--- src/rtl/div_sequencer_pkg.sv ---
// Shared types and constants for the divider request sequencer.
package div_sequencer_pkg;

    localparam int unsigned OpW = 32;

    localparam logic [1:0] StateIdleEnc  = 2'd0;
    localparam logic [1:0] StateIssueEnc = 2'd1;
    localparam logic [1:0] StateArmEnc   = 2'd2;
    localparam logic [1:0] StateWaitEnc  = 2'd3;

    typedef enum logic [1:0] {
        StIdle  = StateIdleEnc,
        StIssue = StateIssueEnc,
        StArm   = StateArmEnc,
        StWait  = StateWaitEnc
    } seq_state_e;

    // A zero on either side has a trivial answer and never reaches the divider.
    function automatic logic is_bypass(input logic [OpW-1:0] dividend,
                                       input logic [OpW-1:0] divisor);
        return (dividend == '0) || (divisor == '0);
    endfunction

endpackage

--- src/rtl/div_req_fifo.sv ---
// First-word-fall-through request FIFO; head entry is visible on rdata while not empty.
module div_req_fifo #(
    parameter int unsigned DEPTH = 4,
    parameter int unsigned WIDTH = 8
) (
    input  logic             clk,
    input  logic             rst_n,
    input  logic             push,
    input  logic [WIDTH-1:0] wdata,
    input  logic             pop,
    output logic [WIDTH-1:0] rdata,
    output logic             full,
    output logic             empty
);
    localparam int unsigned PtrW = (DEPTH > 1) ? $clog2(DEPTH) : 1;
    localparam int unsigned CntW = $clog2(DEPTH + 1);

    logic [WIDTH-1:0] mem_q [DEPTH];
    logic [PtrW-1:0]  wr_ptr_q, wr_ptr_d;
    logic [PtrW-1:0]  rd_ptr_q, rd_ptr_d;
    logic [CntW-1:0]  count_q, count_d;
    logic             push_en, pop_en;

    assign full    = (count_q == CntW'(DEPTH));
    assign empty   = (count_q == '0);
    assign push_en = push && !full;
    assign pop_en  = pop && !empty;
    assign rdata   = mem_q[rd_ptr_q];

    // DEPTH is a power of two, so pointer overflow is the modulo wrap.
    always_comb begin
        wr_ptr_d = wr_ptr_q;
        rd_ptr_d = rd_ptr_q;
        count_d  = count_q;
        if (push_en) begin
            wr_ptr_d = wr_ptr_q + PtrW'(1);
        end
        if (pop_en) begin
            rd_ptr_d = rd_ptr_q + PtrW'(1);
        end
        case ({push_en, pop_en})
            2'b10:   count_d = count_q + CntW'(1);
            2'b01:   count_d = count_q - CntW'(1);
            default: count_d = count_q;
        endcase
    end

    always_ff @(posedge clk or negedge rst_n) begin
        if (!rst_n) begin
            wr_ptr_q <= '0;
            rd_ptr_q <= '0;
            count_q  <= '0;
        end else begin
            wr_ptr_q <= wr_ptr_d;
            rd_ptr_q <= rd_ptr_d;
            count_q  <= count_d;
        end
    end

    always_ff @(posedge clk) begin
        if (push_en) begin
            mem_q[wr_ptr_q] <= wdata;
        end
    end

endmodule

--- src/rtl/div_sequencer.sv ---
// Queues signed divide requests, feeds them one at a time to an external divider core,
// short-circuits zero operands, and returns results in request order.
module div_sequencer
    import div_sequencer_pkg::*;
#(
    parameter int unsigned DEPTH = 4,
    parameter int unsigned TAG_W = 4
) (
    input  logic             clk,
    input  logic             rst_n,
    input  logic             req_valid,
    output logic             req_ready,
    input  logic [OpW-1:0]   req_dividend,
    input  logic [OpW-1:0]   req_divisor,
    input  logic [TAG_W-1:0] req_tag,
    output logic             div_calc,
    output logic [OpW-1:0]   div_dividend,
    output logic [OpW-1:0]   div_divisor,
    input  logic             div_done,
    input  logic [OpW-1:0]   div_quotient,
    input  logic [OpW-1:0]   div_remainder,
    output logic             res_valid,
    input  logic             res_ready,
    output logic [OpW-1:0]   res_quotient,
    output logic [OpW-1:0]   res_remainder,
    output logic [TAG_W-1:0] res_tag,
    output logic             res_dbz
);
    localparam int unsigned EntryW = 2 * OpW + TAG_W;

    logic [EntryW-1:0] fifo_wdata, fifo_rdata;
    logic              fifo_full, fifo_empty, fifo_pop;
    logic [OpW-1:0]    head_dividend, head_divisor;
    logic [TAG_W-1:0]  head_tag;

    seq_state_e        state_q, state_d;
    logic [OpW-1:0]    op_dividend_q, op_dividend_d;
    logic [OpW-1:0]    op_divisor_q, op_divisor_d;
    logic [TAG_W-1:0]  op_tag_q, op_tag_d;
    logic              res_valid_q, res_valid_d;
    logic [OpW-1:0]    res_quotient_q, res_quotient_d;
    logic [OpW-1:0]    res_remainder_q, res_remainder_d;
    logic [TAG_W-1:0]  res_tag_q, res_tag_d;
    logic              res_dbz_q, res_dbz_d;

    assign fifo_wdata = {req_dividend, req_divisor, req_tag};
    assign {head_dividend, head_divisor, head_tag} = fifo_rdata;
    assign req_ready  = !fifo_full;

    div_req_fifo #(
        .DEPTH(DEPTH),
        .WIDTH(EntryW)
    ) u_fifo (
        .clk  (clk),
        .rst_n(rst_n),
        .push (req_valid),
        .wdata(fifo_wdata),
        .pop  (fifo_pop),
        .rdata(fifo_rdata),
        .full (fifo_full),
        .empty(fifo_empty)
    );

    always_comb begin
        state_d         = state_q;
        fifo_pop        = 1'b0;
        op_dividend_d   = op_dividend_q;
        op_divisor_d    = op_divisor_q;
        op_tag_d        = op_tag_q;
        res_valid_d     = res_valid_q && !res_ready;
        res_quotient_d  = res_quotient_q;
        res_remainder_d = res_remainder_q;
        res_tag_d       = res_tag_q;
        res_dbz_d       = res_dbz_q;
        case (state_q)
            StIdle: begin
                // The result slot must be free (or draining now) so nothing is dropped.
                if (!fifo_empty && (!res_valid_q || res_ready) && div_done) begin
                    fifo_pop = 1'b1;
                    if (is_bypass(head_dividend, head_divisor)) begin
                        res_valid_d     = 1'b1;
                        res_quotient_d  = '0;
                        res_remainder_d = '0;
                        res_tag_d       = head_tag;
                        res_dbz_d       = (head_divisor == '0);
                    end else begin
                        op_dividend_d = head_dividend;
                        op_divisor_d  = head_divisor;
                        op_tag_d      = head_tag;
                        state_d       = StIssue;
                    end
                end
            end
            StIssue: state_d = StArm;
            // The core lowers done one edge late, so done seen here is stale.
            StArm:   state_d = StWait;
            StWait: begin
                if (div_done) begin
                    res_valid_d     = 1'b1;
                    res_quotient_d  = div_quotient;
                    res_remainder_d = div_remainder;
                    res_tag_d       = op_tag_q;
                    res_dbz_d       = 1'b0;
                    state_d         = StIdle;
                end
            end
            default: state_d = StIdle;
        endcase
    end

    always_ff @(posedge clk or negedge rst_n) begin
        if (!rst_n) begin
            state_q         <= StIdle;
            op_dividend_q   <= '0;
            op_divisor_q    <= '0;
            op_tag_q        <= '0;
            res_valid_q     <= 1'b0;
            res_quotient_q  <= '0;
            res_remainder_q <= '0;
            res_tag_q       <= '0;
            res_dbz_q       <= 1'b0;
        end else begin
            state_q         <= state_d;
            op_dividend_q   <= op_dividend_d;
            op_divisor_q    <= op_divisor_d;
            op_tag_q        <= op_tag_d;
            res_valid_q     <= res_valid_d;
            res_quotient_q  <= res_quotient_d;
            res_remainder_q <= res_remainder_d;
            res_tag_q       <= res_tag_d;
            res_dbz_q       <= res_dbz_d;
        end
    end

    assign div_calc      = (state_q == StIssue);
    assign div_dividend  = op_dividend_q;
    assign div_divisor   = op_divisor_q;
    assign res_valid     = res_valid_q;
    assign res_quotient  = res_quotient_q;
    assign res_remainder = res_remainder_q;
    assign res_tag       = res_tag_q;
    assign res_dbz       = res_dbz_q;

endmodule

--- config.mk ---
export PLATFORM = sky130hd
export DESIGN_NAME = div_sequencer
export DESIGN_NICKNAME = d
export VERILOG_FILES = /design/src/rtl/div_sequencer_pkg.sv /design/src/rtl/div_req_fifo.sv /design/src/rtl/div_sequencer.sv
export SDC_FILE = /design/constraint.sdc
export NUM_CORES = 1
export LEC_CHECK = 0
export BUFFER_PORTS_ARGS = -buffer_cell sky130_fd_sc_hd__buf_4
export CORE_MARGIN = 1.5
export CORE_UTILIZATION = 25
export CTS_BUF_LIST = sky130_fd_sc_hd__clkbuf_4 sky130_fd_sc_hd__clkbuf_8
export DETAILED_ROUTE_END_ITERATION = 10
export GPL_TIMING_DRIVEN = 0
export MAX_ROUTING_LAYER = met4
export SLEW_MARGIN = 20
export SYNTH_ARGS = -nofsm -noshare
export SYNTH_HDL_FRONTEND = slang
export SYNTH_HIERARCHICAL = 1
export SYNTH_SLANG_ARGS = --single-unit
--- constraint.sdc ---
create_clock -name clk -period 8.28 [get_ports clk]
set_clock_uncertainty 0.15 [all_clocks]
set_input_delay 0.828 -clock clk [delete_from_list [all_inputs] [get_ports clk]]
set_output_delay 0.828 -clock clk [all_outputs]
set_load 0.01 [all_outputs]
## Yosys cells after proc, flatten, opt, wreduce, memory -nomap -nowiden

Memory sizes are Yosys's and may differ from the RTL's.
Cells that the tools add are included.

| operators by class | value |
|---|---|
| $add $sub $neg | 4 |
| equal/unequal tests | 10 |
| multiplexer cells | 27 |
| bitwise logic cells | 1 |
| reduce and logical (&&, ||, !) cells | 20 |

Operators with widths:

| operator | number |
|---|---|
| 32-bit two-way mux | 4 |
| 32-bit one-hot mux with 2 select lines | 2 |
| 32-bit logical NOT | 2 |
| 4-bit two-way mux | 3 |
| 1-bit two-way mux | 10 |
| 2-bit inequality test, second input constant | 4 |
| 2-bit one-hot mux with 4 select lines | 1 |
| 4-bit one-hot mux with 2 select lines | 1 |
| 2-bit == test, second input constant | 3 |
| 2-bit two-way mux | 3 |
| 3-bit one-hot mux with 2 select lines | 1 |
| 3-bit AND reduction | 2 |
| 1-bit logical AND | 5 |
| 2-bit by 1-bit adder with 2-bit output, second input constant | 2 |
| 2-bit by 1-bit == test with 1-bit output, second input constant | 2 |
| 1-bit logical NOT | 4 |
| 1-bit one-hot mux with 2 select lines | 2 |
| 4-bit AND reduction | 1 |
| 2-bit nonzero test | 2 |
| 3-bit by 1-bit adder with 3-bit output, second input constant | 1 |
| 3-bit == test, second input constant | 1 |
| 3-bit logical NOT | 1 |
| 3-bit by 1-bit subtractor with 3-bit output, second input constant | 1 |
| 2-bit logical NOT | 1 |
| other kinds (2) | 3 |

| storage, ports and cells | value |
|---|---|
| register bits | 147 |
| RAM bits | 272 |
| input port bits | 137 |
| word-level logic and storage cells | 75 |
| memories | 1 |

Memories:

| name | words | width | rd ports | clocked after memory_dff | write ports | line | text |
|---|---|---|---|---|---|---|---|
| u_fifo.mem_q | 4 | 68 | 1 | 0 | 1 | div_req_fifo.sv:18 | `logic [WIDTH-1:0] mem_q [DEPTH];` |

## Longest topological paths before layout

Gate-level depths: netlist (run 1).

| depth | value |
|---|---|
| depth in word-level cells | 9 |
| mapped depth | 12 |

## By module

Netlist (run 1), hierarchy kept.

By module, submodules not included:

| module | instances | cells an instance | area each (um2) | sequential area each (um2) |
|---|---|---|---|---|
| div_req_fifo | 1 | 394 | 10321.1 | 8343.0 |
| div_sequencer | 1 | 367 | 5561.6 | 3503.4 |

## Worst setup path after synthesis (run 1)

OpenSTA, ideal clock, no wires.

| timing path | value |
|---|---|
| path type | input -> register |
| start point | input port req_valid |
| end point | memory u_fifo/mem_q[0][0] in the netlist's numbering, enable pin |
| arrival | 2.697 ns |
| required time | 7.697 ns |
| path slack | 4.999 ns |
| cell stages on the path | 2 |
| path buffers | 0 |
| cells stage by stage | nor2b_2 and2_1 |

| on the way | value |
|---|---|
| cells in the longest elaborated chain, start to end | 3 |

Ends and longest elaborated chain:

| element | line | text |
|---|---|---|
| start: declaration | div_sequencer.sv:11 | `input logic req_valid,` |
| 1-bit logical AND | div_req_fifo.sv:26 | `assign push_en = push && !full;` |
| 1-bit two-way mux | div_req_fifo.sv:61 | `if (push_en) begin` |
| 1-bit two-way mux (not written as such) | div_req_fifo.sv:62 | `mem_q[wr_ptr_q] <= wdata;` |
| end: declaration | div_req_fifo.sv:18 |  |

Every way passes these cells.

## Final worst setup path (run 1)

| timing path | value |
|---|---|
| start point | register u_fifo.rd_ptr_q[1] |
| end point | register res_remainder_q[9] (netlist: res_remainder[9]) |

| on the way | value |
|---|---|
| cells in the longest elaborated chain, start to end | 5 |
| elaborated cells on any way between the ends | 6 |
| those cells by class | eq/ne: 1; reduce/logical: 4; memory: 1 |

Ends and longest elaborated chain:

| element | line | text |
|---|---|---|
| start: declaration | div_req_fifo.sv:20 | `logic [PtrW-1:0] rd_ptr_q, rd_ptr_d;` |
| start signal: assignment | div_req_fifo.sv:55 | `rd_ptr_q <= rd_ptr_d;` |
| memory 4 x 68 bit | - |  |
| via fifo_rdata[42] | div_sequencer.sv:31 | `logic [EntryW-1:0] fifo_wdata, fifo_rdata;` |
| 32-bit logical NOT | div_sequencer_pkg.sv:21 | `return (dividend == '0) \|\| (divisor == '0);` |
| 1-bit logical OR | div_sequencer_pkg.sv:21 |  |
| 2-bit inequality test (no line) | - |  |
| 4-bit AND reduction (no line) | - |  |
| end signal: assignment | div_sequencer.sv:129 | `res_remainder_q <= res_remainder_d;` |
| end: declaration | div_sequencer.sv:42 | `logic [OpW-1:0] res_remainder_q, res_remainder_d;` |

The timed path passes the listed nets, and every way through them passes these cells.
A chain may end at the register's enable or synchronous reset.

==> results of run 1 <==
worst max path at each step:
stage                                to                from  slack, ns
global placement    u_fifo/mem_q[3][30]           req_valid       3.19
CTS                    res_remainder[9]  u_fifo/rd_ptr_q[1]       3.76
global route          res_remainder[11]  u_fifo/rd_ptr_q[1]       3.69
detailed placement     res_remainder[9]  u_fifo/rd_ptr_q[1]       3.79
finish                 res_remainder[9]  u_fifo/rd_ptr_q[1]       4.03
floorplan            u_fifo/mem_q[0][0]           req_valid       5.00
registers in the layout, summed over array words and instances, names as in the netlist, 3 cells and up:
signal          count
res_tag             4
u_fifo/mem_q      272
op_tag_q            4
div_dividend       32
res_remainder      32
res_quotient       32
div_divisor        32
u_fifo/count_q      3
cells by family (layout without fill, tap and decap cells):
kind of cell | Yosys count | in the layout
flops | 419 | 419
mux | 135 | 135
compound gates | 92 | 92
buf+inv | 57 | 475
simple gates | 42 | 42
fa+ha+maj | 10 | 10
xor+xnor | 6 | 6
other cells | 0 | 3
synthesized netlist by cell type (3+ instances only):
master,count,area share
ha_1,9,0.0071
clkbuf_1,5,0.0012
mux4_2,68,0.096
edfxtp_1,272,0.51
o32ai_1,4,0.0022
inv_1,19,0.0045
a22o_1,66,0.036
buf_12,8,0.010
nor4_2,7,0.0055
dfrtp_1,147,0.23
nor4_1,9,0.0035
mux2_2,50,0.035
a221oi_1,4,0.0022
buf_2,13,0.0041
a21oi_1,4,0.0013
buf_4,7,0.0033
o21ai_0,6,0.0019
nand3_1,5,0.0016
xor2_1,3,0.0017
mux2_1,16,0.011
xnor2_1,3,0.0017
and2_1,4,0.0016
buf_6,3,0.0021
critical path, stage by stage (launching register included):
cell and delay (ns):
dfrtp_1 0.32, buf_2 0.24, buf_2 0.37, buf_4 0.30, mux4_2 0.34, nor4_1 0.57, nand4_1 0.52, o221ai_4 0.45
o211ai_4 0.24, clkbuf_1 0.32, a22o_1 0.31
power groups by stage:
stage / Clock [mW] / Sequential (mW) / Combinational, mW
2_1_floorplan: 0 / 3.24 / 1.61
3_3_place_gp: 0 / 3.16 / 2.84
3_5_place_dp: 0 / 3.15 / 2.93
4_1_cts: 2.10 / 3.12 / 2.94
5_1_grt: 2.19 / 3.17 / 3.11
6_report: 2.02 / 3.11 / 2.85
routing by layer:
| metal | wire [um] | GRT usage |
|---|---|---|
| met1 | 16700 | 0.144 |
| met2 | 19800 | 0.207 |
| met3 | 3200 | 0.0442 |
| met4 | 760 | 0.0445 |
| met5 | 0 | - |
placed cells by master (no fill, tap or decap), types with 5 or more instances in the layout:
cell type | netlist | layout
ha_1 | 9 | 9
mux2_1 | 16 | 16
clkbuf_4 | 0 | 29
clkbuf_1 | 5 | 5
buf_2 | 13 | 13
nand3_1 | 5 | 5
o21ai_0 | 6 | 6
edfxtp_1 | 272 | 272
nor4_1 | 9 | 9
mux4_2 | 68 | 68
nor4_2 | 7 | 7
buf_4 | 7 | 278
a22o_1 | 66 | 66
clkinvlp_4 | 0 | 5
clkinv_1 | 0 | 10
clkbuf_8 | 0 | 84
dfrtp_1 | 147 | 147
inv_1 | 19 | 19
buf_16 | 0 | 5
mux2_2 | 50 | 50
and2_4 | 1 | 5
clkinv_2 | 0 | 8
buf_12 | 8 | 8
per-stage QoR:
stage | hold slack, ns | setup WS (ns) | power [mW] | instance area (um2) | util
6_report | 0.225 | 4.03 | 7.98 | 20700 | 0.329
5_1_grt | 0.175 | 3.69 | 8.47 | 20700 | 0.329
4_1_cts | 0.153 | 3.76 | 8.16 | 20700 | 0.329
3_5_place_dp | 0.326 | 3.79 | 6.08 | 19100 | 0.304
3_3_place_gp | 0.316 | 3.19 | 6.01 | 19000 | 0.301
2_1_floorplan | 0.295 | 5.00 | 4.85 | 15900 | -
area by class of cell:
cell class                 count  area [um2]
tap                          846        1060
clock buffer                 113        1370
timing repair buffer         278        2200
buffer                        38         360
inverter                      19        71.3
multi-input combinational    285        3610
antenna                        3        7.51
fill                        6054       42200
sequential                   419       11800
clock inverter                27         214
==> impl_metrics.tcl, run 1 <==
set metrics [dict create \
    tightest_slew_ns 0.676 \
    clkSlewWorstSetupHoldPaths_ns 0.06 \
    numCtsBuffers 76 \
    finalMaxSlewViolations 0 \
    clk_latency_ns 0.65 \
    first_pass_iters 4 \
    slew_headroom 0.550 \
    syn_inst 761 \
    synth-seq-area-share 0.746 \
    peakVddDrop_mv 0.183 \
    clock.fmax_ghz 0.235 \
    reg2reg_depth 10 \
    status "complete, no violations" \
    finalNetCount 1264 \
    grt_usage 0.127 \
    maxCapViolations 0 \
    fp.dieArea_um2 65100 \
    synth_compound_gate_area_share 0.0517 \
    drt_iter0_markers 429 \
    r2r_start "u_fifo/rd_ptr_q[1]" \
    overflow 0 \
    cp-end-kind "register" \
    fp.dieH_um 255 \
    fin_crit_sh 0.513 \
    stdcell_count 2028 \
    critPathMaxFanout 10 \
    hold_buffers 1 \
    hold_viol 0 \
    ios 273 \
    clockBufferDepth 3 \
    io_buffers 272 \
    dp_hpwl_um 26800 \
    vias_per_cell 4.24 \
    synth-simple-area-share 0.0198 \
    grt_pass1_wl_um 58300 \
    synth_cell_types 46 \
    cts_setup_buffers 0 \
    hold_start "req_dividend[2]" \
    post_drt_wl_per_cell_um 20.0 \
    die_x_um 255 \
    min_to "u_fifo/mem_q[1][38]" \
    path_class "reg2reg" \
    synth_seq_cells 419 \
    fp-row-count 92 \
    first_global_vias 9278 \
    cts_tree "built" \
    synth_xor_area_frac 0.00331 \
    antenna_found_initial 3 \
    comb_power_share 0.357 \
    cts_root_buf "clkbuf_8" \
    setup_tns_ns 0 \
    sequentialPowerShare 0.390 \
    core-area_um2 63000 \
    synth_top_family_by_area "multiplexers" \
    cts.repair.resized 0 \
    cp.arrival_ns 4.62 \
    powerDensity_nw_per_um2 385 \
    switchingPower_mw 2.55 \
    dp.cells 1884 \
    avgSynthCellArea_um2 20.9 \
    p_int_mw 5.43 \
    ant_nets 0 \
    power.leakage_nw 7.98 \
    drc 0 \
    crit_path_start_kind "register" \
    setup_viol 0 \
    drive_gt1_frac 0.492 \
    finalCriticalPeriod_ns 4.25 \
    globalplace.congestion 0.713 \
    htree_levels 3 \
    worst-r2r-setup-slack_ns 4.03 \
    worst_hold_path_type "in2reg" \
    area.growth.synth_to_final_pct 30.6 \
    switching_share 0.319 \
    syn_area_um2 15900 \
    initial_core_util 0.252 \
    synth_mux_area_frac 0.144 \
    yosys_warnings 6 \
    rsz0062_at_grt "no" \
    p_clk_frac 0.253 \
    reg2reg_to "res_remainder[9]" \
    wirelength_um 40500 \
    num_vias 8601 \
    synth_fp_nets 908 \
    whs_path_depth 1 \
    cts_sinks 419 \
    synth_edf_count 272 \
    synthAdderAreaFrac 0.00835 \
    grt_max_degree 94 \
    async_flop_share 0.351 \
    ys.flop_type "edfxtp_1" \
    cp.required_ns 8.65 \
]
(Power assumes the default switching activity.)
==> run 2, diff against run 1 <==
==> constraint.sdc (replaced) <==
create_clock -name clk -period 4 [get_ports clk]
set_clock_uncertainty 0.15 [all_clocks]
set_input_delay 0.4 -clock clk [delete_from_list [all_inputs] [get_ports clk]]
set_output_delay 0.4 -clock clk [all_outputs]
set_load 0.01 [all_outputs]
==> run 2 against run 1 <==
  * Register-to-register slack worse by 3.8 ns
  * Critical endpoint unchanged
  * Utilization is 2.2 points higher
  * Largest cell class unchanged
  * Clock-buffer cell count stayed put
  * Setup slack worse by 3.8 ns
  * Critical path depth is 1 lower
==> impl_metrics.tcl, run 2 (same netlist as run 1, synthesis figures left out) <==
set metrics [dict create \
    status "complete, no violations" \
    critPathMaxFanout 10 \
    wirelength_um 41700 \
    comb_power_share 0.364 \
    setup_viol 0 \
    core-area_um2 63000 \
    largest_reg_flops 272 \
    slew_headroom 0.548 \
    final_common_cell "buf_4" \
    fp.dieArea_um2 65100 \
    powerDensity_nw_per_um2 754 \
    path_class "reg2reg" \
    drt_iter0_markers 446 \
    fp.dieH_um 255 \
    drive_gt1_frac 0.448 \
    grt_max_degree 94 \
    cp.required_ns 4.37 \
    finalMaxSlewViolations 0 \
    io_buffers 272 \
    p_int_mw 11.3 \
    ios 273 \
    fp-row-count 92 \
    sequentialPowerShare 0.386 \
    drc 0 \
    first_pass_iters 4 \
    cts_root_buf "clkbuf_8" \
    globalplace.congestion 0.713 \
    p_clk_frac 0.251 \
    peakVddDrop_mv 0.402 \
    area.growth.synth_to_final_pct 39.5 \
    power.leakage_nw 8.55 \
    cp.arrival_ns 4.11 \
    fin_crit_sh 0.933 \
    initial_core_util 0.252 \
    n_fill_cell 5919 \
    first_global_vias 9947 \
    stdcell_count 2165 \
    maxCapViolations 0 \
    crit_path_start_kind "register" \
    ant_nets 0 \
    grt_usage 0.130 \
    cts_sinks 419 \
    htree_levels 3 \
    post_drt_wl_per_cell_um 19.3 \
    cp-end-kind "register" \
    rsz0062_at_grt "no" \
    die_x_um 255 \
    num_vias 9142 \
    hold_viol 0 \
    vias_per_cell 4.22 \
    overflow 0 \
    numCtsBuffers 76 \
    antenna_found_initial 3 \
    cts_tree "built" \
    clkSlewWorstSetupHoldPaths_ns 0.06 \
    clk_latency_ns 0.65 \
    finalCriticalPeriod_ns 3.73 \
    switching_share 0.321 \
    layout_common_cells "280 x buf_4, 272 x edfxtp_1, 147 x dfrtp_1, 135 x dlygate4sd3_1, 84 x clkbuf_8" \
    worst_hold_path_type "in2reg" \
    tightest_slew_ns 0.677 \
    largest-register "u_fifo/mem_q" \
    hold-worst-slack_ns 0.0828 \
    dp.cells 1884 \
    grt_pass1_wl_um 60500 \
    clock.fmax_ghz 0.268 \
    switchingPower_mw 5.36 \
    dp_hpwl_um 26800 \
    clockBufferDepth 3 \
    finalNetCount 1400 \
    finalPower_mw 16.7 \
]
[run 2: changes by cell type in the layout (fill, tap and decap cells not counted)]
| cell | before | now |
|---|---|---|
| buf_2 | 13 | 12 |
| buf_4 | 278 | 280 |
| clkbuf_4 | 29 | 30 |
| diode_2 | 3 | 4 |
| dlygate4sd3_1 | 1 | 135 |
| nor4_1 | 9 | 2 |
| nor4_2 | 7 | 14 |
[run 2: metal layers]
| metal | global-route usage | share of wire | vias up |
|---|---|---|---|
| met5 | - | 0 | - |
| met4 | 0.0455 | 0.019 | 0 |
| met3 | 0.0402 | 0.070 | 68 |
| met2 | 0.218 | 0.49 | 280 |
| met1 | 0.148 | 0.42 | 4709 |
| li1 | - | - | 4085 |
[run 2: power by group through the flow]
stage               clock network, mW  registers (mW)  logic, mW
global route                     4.54            6.57       6.61
finish                           4.19            6.44       6.07
CTS                              4.35            6.45       6.24
floorplan                           0            6.72       3.33
global placement                    0            6.55       5.89
detailed placement                  0            6.52       6.06
[run 2: through the flow]
step | TNS, ns | cell area, um2 | util | setup WS, ns
floorplan | 0 | 15900 | - | 1.03
global placement | -248.69 | 19000 | 0.301 | -0.729
detailed placement | -45.60 | 19100 | 0.304 | -0.493
CTS | 0 | 22100 | 0.351 | 0.00477
global route | 0 | 22100 | 0.352 | 0.0126
finish | 0 | 22100 | 0.352 | 0.267
[run 2: cell type report]
type	instances	area (um2)	share of cell area
inverter	19	71.3	0.00322
clock buffer	113	1370	0.0620
buffer	38	363	0.0164
multi-input combinational	285	3660	0.165
antenna	4	10.0	0.000452
timing repair buffer	414	3550	0.160
tap	846	1060	0.0478
clock inverter	27	214	0.00966
sequential	419	11800	0.535
[run 2: critical path, cell delays in order, from the launching register on]
cell	delay, ns
dfrtp_1	0.34
buf_6	0.25
buf_12	0.19
mux4_2	0.56
nor4_2	0.42
nand4_2	0.38
o221ai_4	0.44
o211ai_4	0.24
clkbuf_1	0.32
a22o_1	0.30
[run 2: final timing paths]
path | depth (start not counted) | startpoint | slack, ns | to
hold / removal | 3 | req_valid | 0.08 | u_fifo/wr_ptr_q[0]
hold reg to reg | 1 | div_divisor[8] | 0.34 | div_divisor[8]
min in group asynchronous | 2 | rst_n | 0.14 | res_quotient[19]
setup reg to reg | 9 | u_fifo/rd_ptr_q[0] | 0.27 | res_remainder[9]
max in group asynchronous | 3 | rst_n | 2.67 | div_dividend[13]
setup / recovery | 9 | u_fifo/rd_ptr_q[0] | 0.27 | res_remainder[9]
[run 2: what timing repair did]
| action | CTS | global route |
|---|---|---|
| setup buffers | 1 | 1 |
| endpoints found under the setup margin | 137 | 76 |
| hold buffers | 135 | 0 |
| gates resized for setup | 5 | 3 |
| hold endpoints to repair | 398 | 0 |
| pin swaps | 2 | 1 |
==> run 3, diff against run 2 <==
==> constraint.sdc (replaced) <==
create_clock -name clk -period 4 [get_ports clk]
set_clock_uncertainty 0.15 [all_clocks]
set_input_delay 0.8 -clock clk [delete_from_list [all_inputs] [get_ports clk]]
set_output_delay 0.8 -clock clk [all_outputs]
set_load 0.01 [all_outputs]
==> run 3 against run 2 <==
  * Wire length shrank 3.0%
  * Sequential cell count stayed put
  * Cell count fell by 6.2%
  * Largest power group unchanged
  * Global-route usage down 0.38 points
==> impl_metrics.tcl, run 3 (same netlist as run 1, synthesis figures left out) <==
set metrics [dict create \
    grt_pass1_wl_um 58200 \
    initial_core_util 0.252 \
    clk_latency_ns 0.65 \
    cts_tree "built" \
    die_x_um 255 \
    crit_path_start_kind "register" \
    slowest_delay_ns 0.56 \
    ant_nets 0 \
    fin_crit_sh 0.933 \
    hold-worst-slack_ns 0.201 \
    htree_levels 3 \
    numCtsBuffers 76 \
    powerDensity_nw_per_um2 796 \
    finalCriticalPeriod_ns 3.73 \
    fp.dieArea_um2 65100 \
    cts_sinks 419 \
    finalNetCount 1266 \
    hold_viol 0 \
    cp.required_ns 4.37 \
    worst_hold_path_type "in2reg" \
    peakVddDrop_mv 0.382 \
    largest_reg_flops 272 \
    first_global_vias 9288 \
    cp-end-kind "register" \
    dp_hpwl_um 26800 \
    drive_gt1_frac 0.499 \
    stdcell_area_um2 20800 \
    crit_buf_inv 3 \
    largest-register "u_fifo/mem_q" \
    cp.depth 9 \
    vias_per_cell 4.25 \
    grt_usage 0.127 \
    grt_max_degree 94 \
    critPathMaxFanout 10 \
    fp.dieH_um 255 \
    cp_cell_sequence "buf_6 > buf_12 > mux4_2 > nor4_2 > nand4_2 > o221ai_4 > o211ai_4 > clkbuf_1 > a22o_1" \
    comb_power_share 0.359 \
    ios 273 \
    final_common_cell "buf_4" \
    switchingPower_mw 5.30 \
    wirelength_um 40500 \
    setup_viol 0 \
    fin_ws_ns 0.268 \
    status "complete, no violations" \
    slew_headroom 0.550 \
    drt_iter0_markers 436 \
    post_drt_wl_per_cell_um 20.0 \
    drc 0 \
    place_ws_ns -0.493 \
    slowest_stage "mux4_2" \
    rsz0062_at_grt "no" \
    clock.fmax_ghz 0.268 \
    clkSlewWorstSetupHoldPaths_ns 0.06 \
    whs_path_depth 1 \
    finalPower_mw 16.6 \
    n_fill_cell 6047 \
    p_int_mw 11.3 \
    io_buffers 272 \
    reg2reg_depth 9 \
    num_vias 8620 \
    cp.arrival_ns 4.10 \
    switching_share 0.320 \
    clockBufferDepth 3 \
    fin_util 0.330 \
    area.growth.synth_to_final_pct 31.0 \
    first_pass_iters 4 \
    tightest_slew_ns 0.675 \
    fp-row-count 92 \
    maxCapViolations 0 \
    critPathTopFamily "compound AO/OA/AOI/OAI gates" \
    overflow 0 \
    power.leakage_nw 7.99 \
    finalMaxSlewViolations 0 \
    path_class "reg2reg" \
    antenna_found_initial 3 \
    globalplace.congestion 0.713 \
    p_clk_frac 0.253 \
    layout_common_cells "280 x buf_4, 272 x edfxtp_1, 147 x dfrtp_1, 84 x clkbuf_8, 68 x mux4_2" \
    sequentialPowerShare 0.389 \
    placed_area_um2 19100 \
    cts_root_buf "clkbuf_8" \
    core-area_um2 63000 \
]
-- run 3: changes by cell type in the layout (fill, tap and decap cells not counted), sizes merged --
cell / before / now
diode: 4 / 3
dlygate4sd3: 135 / 1
-- run 3: final cells by class --
cell class,count,area (um2),area share
multi-input cells,285,3660,0.176
flip-flops and latches,419,11800,0.569
plain buffers,38,363,0.0174
inverters,19,71.3,0.00343
well taps,846,1060,0.0509
clock inverters,27,214,0.0103
diodes,3,7.51,0.000361
repair buffers,280,2210,0.106
clock buffers,113,1370,0.0660
-- run 3: final timing paths --
kind	slack, ns	from	end
max reg2reg	0.27	u_fifo/rd_ptr_q[0]	res_remainder[9]
min in group asynchronous	0.54	rst_n	res_quotient[19]
min	0.20	req_dividend[2]	u_fifo/mem_q[1][38]
max in group asynchronous	2.30	rst_n	div_dividend[19]
max	0.27	u_fifo/rd_ptr_q[0]	res_remainder[9]
min reg2reg	0.33	u_fifo/count_q[2]	u_fifo/count_q[2]
-- run 3: routing by layer --
| metal | share of wire | global-route usage |
|---|---|---|
| met1 | 0.41 | 0.144 |
| met2 | 0.49 | 0.207 |
| met3 | 0.081 | 0.0442 |
| met4 | 0.019 | 0.0445 |
| met5 | 0 | - |
-- run 3: repair_timing --
item,4_1_cts,5_1_grt
hold buffers,1,0
setup endpoints to repair,137,76
setup buffers,1,1
resized for setup,5,3
pin swaps,2,1
hold endpoints to repair,54,0
-- run 3: worst register-to-register path, stage by stage, from the launching register on --
cell and delay (ns):
dfrtp_1 0.34, buf_6 0.25, buf_12 0.21, mux4_2 0.56, nor4_2 0.42, nand4_2 0.38, o221ai_4 0.45, o211ai_4 0.24
clkbuf_1 0.32, a22o_1 0.31
-- run 3: stage by stage --
step / std cells / TNS [ns]
after floorplan: 761 / 0
final: 2030 / 0
after detailed placement: 1884 / -45.60
after global routing: 2029 / 0
after global placement: 1879 / -338.08
after CTS: 2026 / 0
-- run 3: power groups by stage --
| stage | clock network [mW] | logic, mW | registers, mW |
|---|---|---|---|
| final | 4.18 | 5.94 | 6.43 |
| after global routing | 4.54 | 6.48 | 6.56 |
| after CTS | 4.35 | 6.13 | 6.45 |
| after detailed placement | 0 | 6.06 | 6.52 |
| after global placement | 0 | 5.89 | 6.55 |
| after floorplan | 0 | 3.33 | 6.72 |
